--- config.mk ---
export PLATFORM = sky130hd
export DESIGN_NAME = frame_reader_flat
export DESIGN_NICKNAME = d
export VERILOG_FILES = /design/src/rtl/frame_reader_if.sv /design/src/rtl/frame_reader.sv /design/src/flat_wrapper.sv
export SDC_FILE = /design/constraint.sdc
export NUM_CORES = 1
export LEC_CHECK = 0
export CAP_MARGIN = 10
export CORE_MARGIN = 5
export CORE_UTILIZATION = 40
export DETAILED_ROUTE_END_ITERATION = 10
export HOLD_SLACK_MARGIN = 0.15
export PLACE_DENSITY_LB_ADDON = 0.1
export SYNTH_ARGS = -nofsm -noshare
export SYNTH_HDL_FRONTEND = slang
export SYNTH_SLANG_ARGS = --single-unit
--- constraint.sdc ---
create_clock -name clock -period 2.55 [get_ports clock]
set_input_delay 0.3825 -clock clock [delete_from_list [all_inputs] [get_ports clock]]
set_output_delay 0.3825 -clock clock [all_outputs]
set_load 0.01 [all_outputs]
--- src/rtl/frame_reader_if.sv ---
// Memory-arbiter read channel and display pop channel of the frame reader.
// The master side is the frame reader; the slave side is the arbiter plus
// the display pipeline.
interface frame_reader_if #(
    parameter int LOG_WIDTH  = 10,
    parameter int LOG_HEIGHT = 9,
    parameter int LOG_TRUNC  = 18,
    parameter int LOG_MEM    = 36
);
    logic                  fr_flag;
    logic [LOG_WIDTH-1:0]  fr_x;
    logic [LOG_HEIGHT-1:0] fr_y;
    logic                  done_fr;
    logic [LOG_MEM-1:0]    fr_pixel_read;
    logic                  fr_rvalid;
    logic                  disp_req;
    logic [LOG_TRUNC-1:0]  disp_pixel;
    logic                  disp_valid;

    modport master (
        output fr_flag, fr_x, fr_y, disp_pixel, disp_valid,
        input  done_fr, fr_pixel_read, fr_rvalid, disp_req
    );

    modport slave (
        input  fr_flag, fr_x, fr_y, disp_pixel, disp_valid,
        output done_fr, fr_pixel_read, fr_rvalid, disp_req
    );
endinterface

--- src/rtl/frame_reader.sv ---
// Frame reader: scans the packed frame buffer in raster order, keeps at most
// DEPTH words in flight or buffered, and unpacks each returned 36-bit word
// into two 18-bit pixels (upper half first) for the display pipeline.
module frame_reader #(
    parameter int WIDTH      = 640,
    parameter int HEIGHT     = 480,
    parameter int LOG_WIDTH  = 10,
    parameter int LOG_HEIGHT = 9,
    parameter int LOG_TRUNC  = 18,
    parameter int LOG_MEM    = 36,
    parameter int DEPTH      = 4
) (
    input  logic           clock,
    input  logic           reset,
    input  logic           frame_start,
    output logic           underflow,
    frame_reader_if.master bus
);

    localparam int PTR_W = (DEPTH > 1) ? $clog2(DEPTH) : 1;
    localparam int CNT_W = PTR_W + 1;
    localparam logic [LOG_WIDTH-1:0]  X_LAST    = LOG_WIDTH'(WIDTH - 2);
    localparam logic [LOG_HEIGHT-1:0] Y_LAST    = LOG_HEIGHT'(HEIGHT - 1);
    localparam logic [CNT_W:0]        OCC_LIMIT = (CNT_W + 1)'(DEPTH);

    typedef enum logic [0:0] {
        ST_IDLE = 1'b0,
        ST_SCAN = 1'b1
    } state_t;

    // Pick one pixel out of a packed word; the even-x pixel sits in the upper half.
    function automatic logic [LOG_TRUNC-1:0] select_half(
        input logic [LOG_MEM-1:0] word,
        input logic               lower
    );
        logic [LOG_TRUNC-1:0] res;
        if (lower) begin
            res = word[LOG_TRUNC-1:0];
        end else begin
            res = word[LOG_MEM-1 -: LOG_TRUNC];
        end
        return res;
    endfunction

    state_t                state_r, state_s;
    logic [LOG_WIDTH-1:0]  x_r, x_s;
    logic [LOG_HEIGHT-1:0] y_r, y_s;
    logic [CNT_W-1:0]      count_r, count_s;
    logic [CNT_W-1:0]      outstanding_r, outstanding_s;
    logic [CNT_W-1:0]      discard_r, discard_s;
    logic [PTR_W-1:0]      wr_ptr_r, rd_ptr_r;
    logic                  half_r;
    logic [LOG_MEM-1:0]    mem_r [DEPTH];
    logic [LOG_TRUNC-1:0]  pixel_r, pixel_s;
    logic                  valid_r, valid_s;
    logic                  underflow_r, underflow_s;

    logic [CNT_W:0]        occupancy_s;
    logic                  flag_s;
    logic                  accept_s;
    logic                  drop_s;
    logic                  push_s;
    logic                  pop_s;
    logic                  pop_word_s;

    // Request FSM: idle until the first frame_start, then scan forever.
    always_comb begin
        state_s = state_r;
        case (state_r)
            ST_IDLE: begin
                if (frame_start) begin
                    state_s = ST_SCAN;
                end else begin
                    state_s = ST_IDLE;
                end
            end
            ST_SCAN: state_s = ST_SCAN;
            default: state_s = ST_IDLE;
        endcase
    end

    // Handshake qualifiers; words in flight count against the FIFO so a return never overflows it.
    always_comb begin
        occupancy_s = {1'b0, count_r} + {1'b0, outstanding_r};
        flag_s      = (state_r == ST_SCAN) && !frame_start && (occupancy_s < OCC_LIMIT);
        accept_s    = flag_s && bus.done_fr;
        drop_s      = bus.fr_rvalid && (discard_r != '0);
        push_s      = bus.fr_rvalid && (discard_r == '0) && !frame_start;
        pop_s       = bus.disp_req && (count_r != '0) && !frame_start;
        pop_word_s  = pop_s && half_r;
    end

    // Next values of the in-flight, discard and FIFO occupancy counters.
    always_comb begin
        outstanding_s = outstanding_r + CNT_W'(accept_s) - CNT_W'(bus.fr_rvalid);
        if (frame_start) begin
            // Everything still in flight after this cycle belongs to the old frame.
            discard_s = outstanding_r - CNT_W'(bus.fr_rvalid);
            count_s   = '0;
        end else begin
            discard_s = discard_r - CNT_W'(drop_s);
            count_s   = count_r + CNT_W'(push_s) - CNT_W'(pop_word_s);
        end
    end

    // Raster address advance: two pixels per word, wrapping line and frame.
    always_comb begin
        x_s = x_r;
        y_s = y_r;
        if (frame_start) begin
            x_s = '0;
            y_s = '0;
        end else if (accept_s) begin
            if (x_r == X_LAST) begin
                x_s = '0;
                if (y_r == Y_LAST) begin
                    y_s = '0;
                end else begin
                    y_s = y_r + LOG_HEIGHT'(1);
                end
            end else begin
                x_s = x_r + LOG_WIDTH'(2);
                y_s = y_r;
            end
        end else begin
            x_s = x_r;
            y_s = y_r;
        end
    end

    // Display output: a pop shows the selected half; an empty pop sets the sticky underflow.
    always_comb begin
        pixel_s     = pixel_r;
        valid_s     = 1'b0;
        underflow_s = underflow_r;
        if (pop_s) begin
            valid_s = 1'b1;
            pixel_s = select_half(mem_r[rd_ptr_r], half_r);
        end else if (bus.disp_req) begin
            underflow_s = 1'b1;
        end else begin
            underflow_s = underflow_r;
        end
    end

    // FSM state register.
    always_ff @(posedge clock or negedge reset) begin
        if (!reset) begin
            state_r <= ST_IDLE;
        end else begin
            state_r <= state_s;
        end
    end

    // Address and counter registers.
    always_ff @(posedge clock or negedge reset) begin
        if (!reset) begin
            x_r           <= '0;
            y_r           <= '0;
            count_r       <= '0;
            outstanding_r <= '0;
            discard_r     <= '0;
        end else begin
            x_r           <= x_s;
            y_r           <= y_s;
            count_r       <= count_s;
            outstanding_r <= outstanding_s;
            discard_r     <= discard_s;
        end
    end

    // FIFO storage, pointers and half-select; frame_start empties it.
    always_ff @(posedge clock or negedge reset) begin
        if (!reset) begin
            for (int i = 0; i < DEPTH; i++) begin
                mem_r[i] <= '0;
            end
            wr_ptr_r <= '0;
            rd_ptr_r <= '0;
            half_r   <= 1'b0;
        end else if (frame_start) begin
            wr_ptr_r <= '0;
            rd_ptr_r <= '0;
            half_r   <= 1'b0;
        end else begin
            if (push_s) begin
                mem_r[wr_ptr_r] <= bus.fr_pixel_read;
                wr_ptr_r        <= wr_ptr_r + PTR_W'(1);
            end
            if (pop_s) begin
                half_r <= ~half_r;
            end
            if (pop_word_s) begin
                rd_ptr_r <= rd_ptr_r + PTR_W'(1);
            end
        end
    end

    // Registered display outputs.
    always_ff @(posedge clock or negedge reset) begin
        if (!reset) begin
            pixel_r     <= '0;
            valid_r     <= 1'b0;
            underflow_r <= 1'b0;
        end else begin
            pixel_r     <= pixel_s;
            valid_r     <= valid_s;
            underflow_r <= underflow_s;
        end
    end

    assign bus.fr_flag    = flag_s;
    assign bus.fr_x       = x_r;
    assign bus.fr_y       = y_r;
    assign bus.disp_pixel = pixel_r;
    assign bus.disp_valid = valid_r;
    assign underflow      = underflow_r;

endmodule

--- src/flat_wrapper.sv ---
// flat-port wrapper written by rule: the top's interface ports become plain ports
module frame_reader_flat 
#(
    parameter int WIDTH      = 640,
    parameter int HEIGHT     = 480,
    parameter int LOG_WIDTH  = 10,
    parameter int LOG_HEIGHT = 9,
    parameter int LOG_TRUNC  = 18,
    parameter int LOG_MEM    = 36,
    parameter int DEPTH      = 4
)
  (clock, reset, frame_start, underflow, bus_fr_flag, bus_fr_x, bus_fr_y, bus_disp_pixel, bus_disp_valid, bus_done_fr, bus_fr_pixel_read, bus_fr_rvalid, bus_disp_req);
  frame_reader_if #(.LOG_WIDTH(LOG_WIDTH), .LOG_HEIGHT(LOG_HEIGHT), .LOG_TRUNC(LOG_TRUNC), .LOG_MEM(LOG_MEM)) bus_i ();
  input  logic clock;
  input  logic reset;
  input  logic frame_start;
  output logic underflow;
  output wire logic [$bits(bus_i.fr_flag)-1:0] bus_fr_flag;
  output wire logic [$bits(bus_i.fr_x)-1:0] bus_fr_x;
  output wire logic [$bits(bus_i.fr_y)-1:0] bus_fr_y;
  output wire logic [$bits(bus_i.disp_pixel)-1:0] bus_disp_pixel;
  output wire logic [$bits(bus_i.disp_valid)-1:0] bus_disp_valid;
  input wire logic [$bits(bus_i.done_fr)-1:0] bus_done_fr;
  input wire logic [$bits(bus_i.fr_pixel_read)-1:0] bus_fr_pixel_read;
  input wire logic [$bits(bus_i.fr_rvalid)-1:0] bus_fr_rvalid;
  input wire logic [$bits(bus_i.disp_req)-1:0] bus_disp_req;
  assign bus_fr_flag = bus_i.fr_flag;
  assign bus_fr_x = bus_i.fr_x;
  assign bus_fr_y = bus_i.fr_y;
  assign bus_disp_pixel = bus_i.disp_pixel;
  assign bus_disp_valid = bus_i.disp_valid;
  assign bus_i.done_fr = bus_done_fr;
  assign bus_i.fr_pixel_read = bus_fr_pixel_read;
  assign bus_i.fr_rvalid = bus_fr_rvalid;
  assign bus_i.disp_req = bus_disp_req;
  frame_reader #(.WIDTH(WIDTH), .HEIGHT(HEIGHT), .LOG_WIDTH(LOG_WIDTH), .LOG_HEIGHT(LOG_HEIGHT), .LOG_TRUNC(LOG_TRUNC), .LOG_MEM(LOG_MEM), .DEPTH(DEPTH)) u_core (.clock(clock), .reset(reset), .frame_start(frame_start), .underflow(underflow), .bus(bus_i));
endmodule
* Yosys cells after proc, flatten, opt, wreduce, memory -nomap -nowiden *
Index checks and enable logic that the tools add are counted.

storage, ports and cells
  bits in registers = 198

operators by class
  $add $sub $neg = 11
  order comparisons = 4
  eq/ne operators = 2
  mux-type cells = 25
  bitwise gates (word level) = 6
  reduce and logical (&&, ||, !) cells = 22

operators by type and width
  operator                 count
  $bwmux W144              1
  $mux W36                 3
  $bmux W36 S2             1
  $demux W36 S2            1
  $mux W9                  4
  $mux W10                 3
  $mux W18                 1
  $sub A3 B1 Y3            4
  $add A10 B2 Y10 const B  1
  $eq A10 B10 Y1 const B   1
  $logic_and A1 B1 Y1      10
  $reduce_bool A2 Y1       5
  $add A9 B1 Y9 const B    1
  $eq A9 B9 Y1 const B     1
  $mux W2                  4
  $add A3 B1 Y3            2
  $ge A3 B3 Y1 const B     2
  $mux W3                  2
  $not A2 Y3               2
  $reduce_and A2 Y1        3
  $reduce_bool A3 Y1       2
  $add A2 B1 Y2 const B    2
  $add A3 B3 Y4            1
  $lt A4 B3 Y1 const B     1
  other kinds (6)          12

* Longest topological paths before layout *
  depth after elaboration = 6
  gate-level depth with buffers = 10
  mapped depth without buffers = 9

* Least setup slack after synthesis *
OpenSTA, ideal clock, no wires.

  path type = register -> register
  from = reg u_core.half_r
  to = reg u_core.count_r[2]
  library setup time = 132 ps
  data arrival time = 2087 ps
  data required time = 2418 ps
  setup slack = 331 ps
  cell stages (with the launch flop) = 11
  cell sequence = dfrtp_1 -> clkbuf_1 -> buf_1 -> and3_1 -> ha_1 -> inv_1 -> ha_1 -> inv_1 -> fa_1 -> xnor2_1 -> nor2_1

between the ends
  longest elaborated chain between the ends = 3

ends and longest elaborated chain
  what                    RTL line             RTL
  start, declared         frame_reader.sv:52   logic half_r;
  start signal, assigned  frame_reader.sv:191  half_r <= ~half_r;
  $logic_and A1 B1 Y1     frame_reader.sv:90   pop_word_s = pop_s && half_r;
  $sub A3 B1 Y3           frame_reader.sv:102  count_s = count_r + CNT_W'(push_s) - CNT_W'(pop_word_s);
  $mux W3                 frame_reader.sv:96   if (frame_start) begin
  via u_core.count_s[2]   frame_reader.sv:48   logic [CNT_W-1:0] count_r, count_s;
  end signal, assigned    frame_reader.sv:166  count_r <= count_s;
  end, declared           frame_reader.sv:48

The timed path passes the listed nets, and every way through them passes these cells.
A chain may end at the register's enable or synchronous reset.

* Final worst setup path *
  from = reg u_core.count_r[1]
  to = out bus_fr_flag

between the ends
  longest elaborated chain between the ends = 3

ends and longest elaborated chain
  what                 RTL line            RTL
  $add A3 B3 Y4        frame_reader.sv:84  occupancy_s = {1'b0, count_r} + {1'b0, outstanding_r};
  $lt A4 B3 Y1         frame_reader.sv:85  flag_s = (state_r == ST_SCAN) && !frame_start && (occupancy_s < OCC_LIMIT);
  $logic_and A1 B1 Y1  frame_reader.sv:85
  end, declared        flat_wrapper.sv:18  output wire logic [$bits(bus_i.fr_flag)-1:0] bus_fr_flag;

No other way between the ends.

==> Flow_metrics.wiki <==
{| class="wikitable"
! Metric !! Value
|-
| Critical-path cell with the highest stage delay || sky130_fd_sc_hd__clkdlybuf4s50_1
|-
| Critical path launch point type || flop
|-
| Setup repair bufs after CTS || 0
|-
| Critical path cell sequence || ha_1, nor3b_2, and3_1, clkdlybuf4s50_1
|-
| Remaining DRCs || 0
|-
| Global-route wire length before repair || 32.9 mm
|-
| Post-synthesis register bit count || 197
|-
| Critical Path AT || 1990 ps
|-
| # port buffers || 80
|-
| Filler Cells Inserted || 1866
|-
| Launch point of the worst path || u_core.count_r[1]
|-
| Effective utilization at floorplan || 0.409
|-
| Count of yosys warnings during synthesis || 0
|-
| Min Tclk post-route || between 2000 and 2500 ps
|-
| Crit path max-delay family || buffers and inverters
|-
| Cell area after synthesis || 8990 sq um
|-
| Via total after detailed routing || 5492
|-
| Final critical-path setup slack || 180 ps
|-
| Crit path max fanout || 5
|-
| Proportion of synthesized flip-flops having asynchronous set or reset || 1.00
|-
| Area taken by multi-input logic gates || 3840 sq um
|-
| Final hold violation count || 0
|-
| Aggregate routed wire length || 19.9 mm
|-
| Synth-to-Final Area Change || 21.1%
|-
| Net count after synthesis || 687
|-
| Initial antenna violation count || 0
|-
| Number of primary I/O pins || 82
|-
| Vias in the first global route || 5999
|-
| Number of nets with antenna violations after detailed routing || 0
|-
| Worst clock skew || between 8 and 9 ps
|-
| Diodes inserted || 0
|-
| Global-route congestion overflow total || 0
|-
| TritonCTS clock tree || done
|-
| Post-detailed-route wirelength per cell || 19.6 um
|-
| Sequential-to-total area share from yosys stat || 0.549
|-
| Synthesized instance count || 627
|-
| Leading area contributor after synthesis || sky130_fd_sc_hd__dfrtp_1
|-
| Number of flops mapped to enable cells by yosys || 0
|-
| Area of the placeable core || 22000 sq um
|-
| Critical path buffers and inverters || 1
|-
| Setup TNS || 0 ps
|-
| FF+latch area || 4930 sq um
|-
| Router iterations before antenna repair || 4
|-
| Result of the run || completed
|-
| Layout cells sized above 1 || 0.331
|-
| Area of the die || 25600 sq um
|-
| Number of sinks on the clock net || 197
|-
| Dominant synthesized flop cell || sky130_fd_sc_hd__dfrtp_1
|-
| Power density over cell area || 807 nW/um^2
|-
| Cells taking the most area after synthesis || sky130_fd_sc_hd__dfrtp_1 (55%), sky130_fd_sc_hd__mux2_2 (17%), sky130_fd_sc_hd__mux4_2 (9.0%)
|-
| Worst setup path category || flop to primary output
|-
| TritonCTS buffer count || 17
|-
| Worst-Skew Late Latency || 430 ps
|-
| Post-synth top area share || 0.549
|-
| Starting DRT DRC Count || between 150 and 200
|-
| Root Buffer || sky130_fd_sc_hd__clkbuf_16
|-
| Number of library cell types mapped by synthesis || 47
|-
| Maximum achievable frequency || 422 MHz
|-
| Worst setup timing slack at the placement stage || 60.4 ps
|-
| Last weighted congestion value of the routability-driven placer || between 0.7 and 0.8
|-
| Unrepaired setup endpoints after global routing || false
|-
| GRT Util Overall || 0.162
|-
| H-tree lvl count || 4
|-
| Ratio of routed vias to standard cells || 5.43
|-
| Die span in y || 160 um
|-
| Syn avg cell area || approximately 14 sq um
|-
| Maximum resistive drop on vdd || 0.000419 V
|-
| NumNets Final || 778
|-
| Maximum root-to-sink buffer count || 2
|-
| Die X-Extent || 160 um
|-
| Endpoint required time on the critical path || 2170 ps
|-
| Final period util || 0.929
|-
| FP Rows || 54
|-
| Largest stage delay on the critical path || 530 ps
|-
| Critical Path Sink Type || primary output
|-
| Class of the worst hold path || input port to asynchronous set/reset pin
|-
| Setup-failing EPs final || 0
|-
| Clock-pin transition on the worst setup and hold timing paths || about 80 ps
|-
| Detailed placer's ending HPWL || 13.0 mm
|-
| Max Cap Viol || 0
|-
| Startpoint of the worst register-to-register path || u_core.count_r[1]
|-
| Pin count of the biggest net entering global routing || 61
|-
| Max Transition Viols Final || 0
|-
| Reported leakage power || a little under 5 nW
|}
## cell usage in the layout, fill, tap and decap left out, drive strengths merged, types with 4 or more instances in the layout
cell	n
a21oi	28
buf	26
clkbuf	19
clkdlybuf4s50	79
clkinv	5
dfrtp	197
ha	16
inv	22
mux2	144
mux2i	21
mux4	36
nand2	17
nand3	7
nand4	4
nor2	38
o21ai	4
o31ai	5
o32ai	4
or4	5
xnor2	6
xor2	5
## cell usage after synthesis, types with 2 or more instances
library cell,number
sky130_fd_sc_hd__nand2_4,4
sky130_fd_sc_hd__a32o_1,3
sky130_fd_sc_hd__o31ai_1,5
sky130_fd_sc_hd__nor3b_1,2
sky130_fd_sc_hd__and3_1,2
sky130_fd_sc_hd__or3_1,2
sky130_fd_sc_hd__mux2i_1,21
sky130_fd_sc_hd__ha_1,16
sky130_fd_sc_hd__o31a_1,2
sky130_fd_sc_hd__o32ai_1,4
sky130_fd_sc_hd__mux2_1,8
sky130_fd_sc_hd__xor2_1,5
sky130_fd_sc_hd__nor4_1,3
sky130_fd_sc_hd__nand4_1,4
sky130_fd_sc_hd__o21ai_0,4
sky130_fd_sc_hd__or4_1,5
sky130_fd_sc_hd__nand3_1,7
sky130_fd_sc_hd__a311oi_1,3
sky130_fd_sc_hd__mux4_2,36
sky130_fd_sc_hd__clkbuf_1,11
sky130_fd_sc_hd__buf_2,19
sky130_fd_sc_hd__xnor2_1,6
sky130_fd_sc_hd__inv_1,16
sky130_fd_sc_hd__mux2_2,136
sky130_fd_sc_hd__a21oi_1,28
sky130_fd_sc_hd__nor2_1,37
sky130_fd_sc_hd__buf_1,4
sky130_fd_sc_hd__fa_1,2
sky130_fd_sc_hd__nor2b_1,3
sky130_fd_sc_hd__nand2_1,13
sky130_fd_sc_hd__nor3_1,3
sky130_fd_sc_hd__dfrtp_1,197
sky130_fd_sc_hd__o211ai_1,2
## final cells by class
class | count | share of cell area
Sequential cell | 197 | 0.453
Multi-Input combinational cell | 378 | 0.353
Timing Repair Buffer | 107 | 0.102
Clock buffer | 18 | 0.0404
Tap cell | 280 | 0.0322
Clock inverter | 14 | 0.0132
Inverter | 17 | 0.00587
## state kept, by name, summed over array words and instances (netlist names), 2 cells and up
name and count:
u_core.count_r 3, u_core.outstanding_r 3, u_core.discard_r 3, u_core.wr_ptr_r 2, u_core.mem_r 144, u_core.bus.fr_y 9
u_core.rd_ptr_r 2, u_core.bus.disp_pixel 18, u_core.bus.fr_x 9
## where the power goes
part | total, mW | switching, mW | internal [mW]
combinational | 2.02 | 0.833 | 1.19
clock | 2.65 | 1.25 | 1.41
sequential | 4.10 | 0.350 | 3.75
total | 8.78 | 2.43 | 6.35
## per-layer routing
metal | vias to the layer above | global-route usage | share of wire | wire [um]
li1 | 2481 | - | - | -
met1 | 2923 | 0.215 | 0.46 | 9080
met2 | 75 | 0.275 | 0.51 | 10100
met3 | 13 | 0.0309 | 0.024 | 479
met4 | 0 | 0.0407 | 0.0081 | 161
met5 | - | 0 | 0 | 0
## stage by stage
step	hold slack, ps	power (mW)	util	cells	cell area (sq um)
after floorplan	86.9	5.32	-	627	8990
after global placement	383	6.12	0.468	978	10300
after detailed placement	387	6.22	0.468	978	10300
after CTS	473	8.91	0.495	1011	10900
after global routing	486	9.28	0.495	1011	10900
final	466	8.78	0.495	1011	10900
## logic make-up (layout without fill, tap and decap cells)
kind of cell | Yosys count | in the layout | synth area share
compound gates | 56 | 56 | 0.0407
xor+xnor | 11 | 11 | 0.0107
fa+ha+maj | 18 | 18 | 0.0267
buf+inv | 52 | 156 | 0.0248
flops | 197 | 197 | 0.549
mux | 201 | 201 | 0.294
other cells | 1 | 1 | 0.000417
simple gates | 91 | 91 | 0.0540
## path summary, 6_finish.rpt
check,to,slack [ps],depth (start not counted)
max,bus_fr_flag,180,4
min,u_core.bus.fr_x[6],470,2
max in group asynchronous,u_core.bus.disp_pixel[8],1300,3
max reg2reg,u_core.count_r[2],400,9
min in group clock,u_core.underflow,470,1
min reg2reg,u_core.underflow,470,1
## repair_timing
action | in CTS | in global routing
endpoints found under the hold margin | 50 | 0
endpoints found under the setup margin | 0 | 1
hold buffers | 1 | 0
gates resized for setup | 0 | 1
No activity file was read; power rests on OpenSTA's default activity.
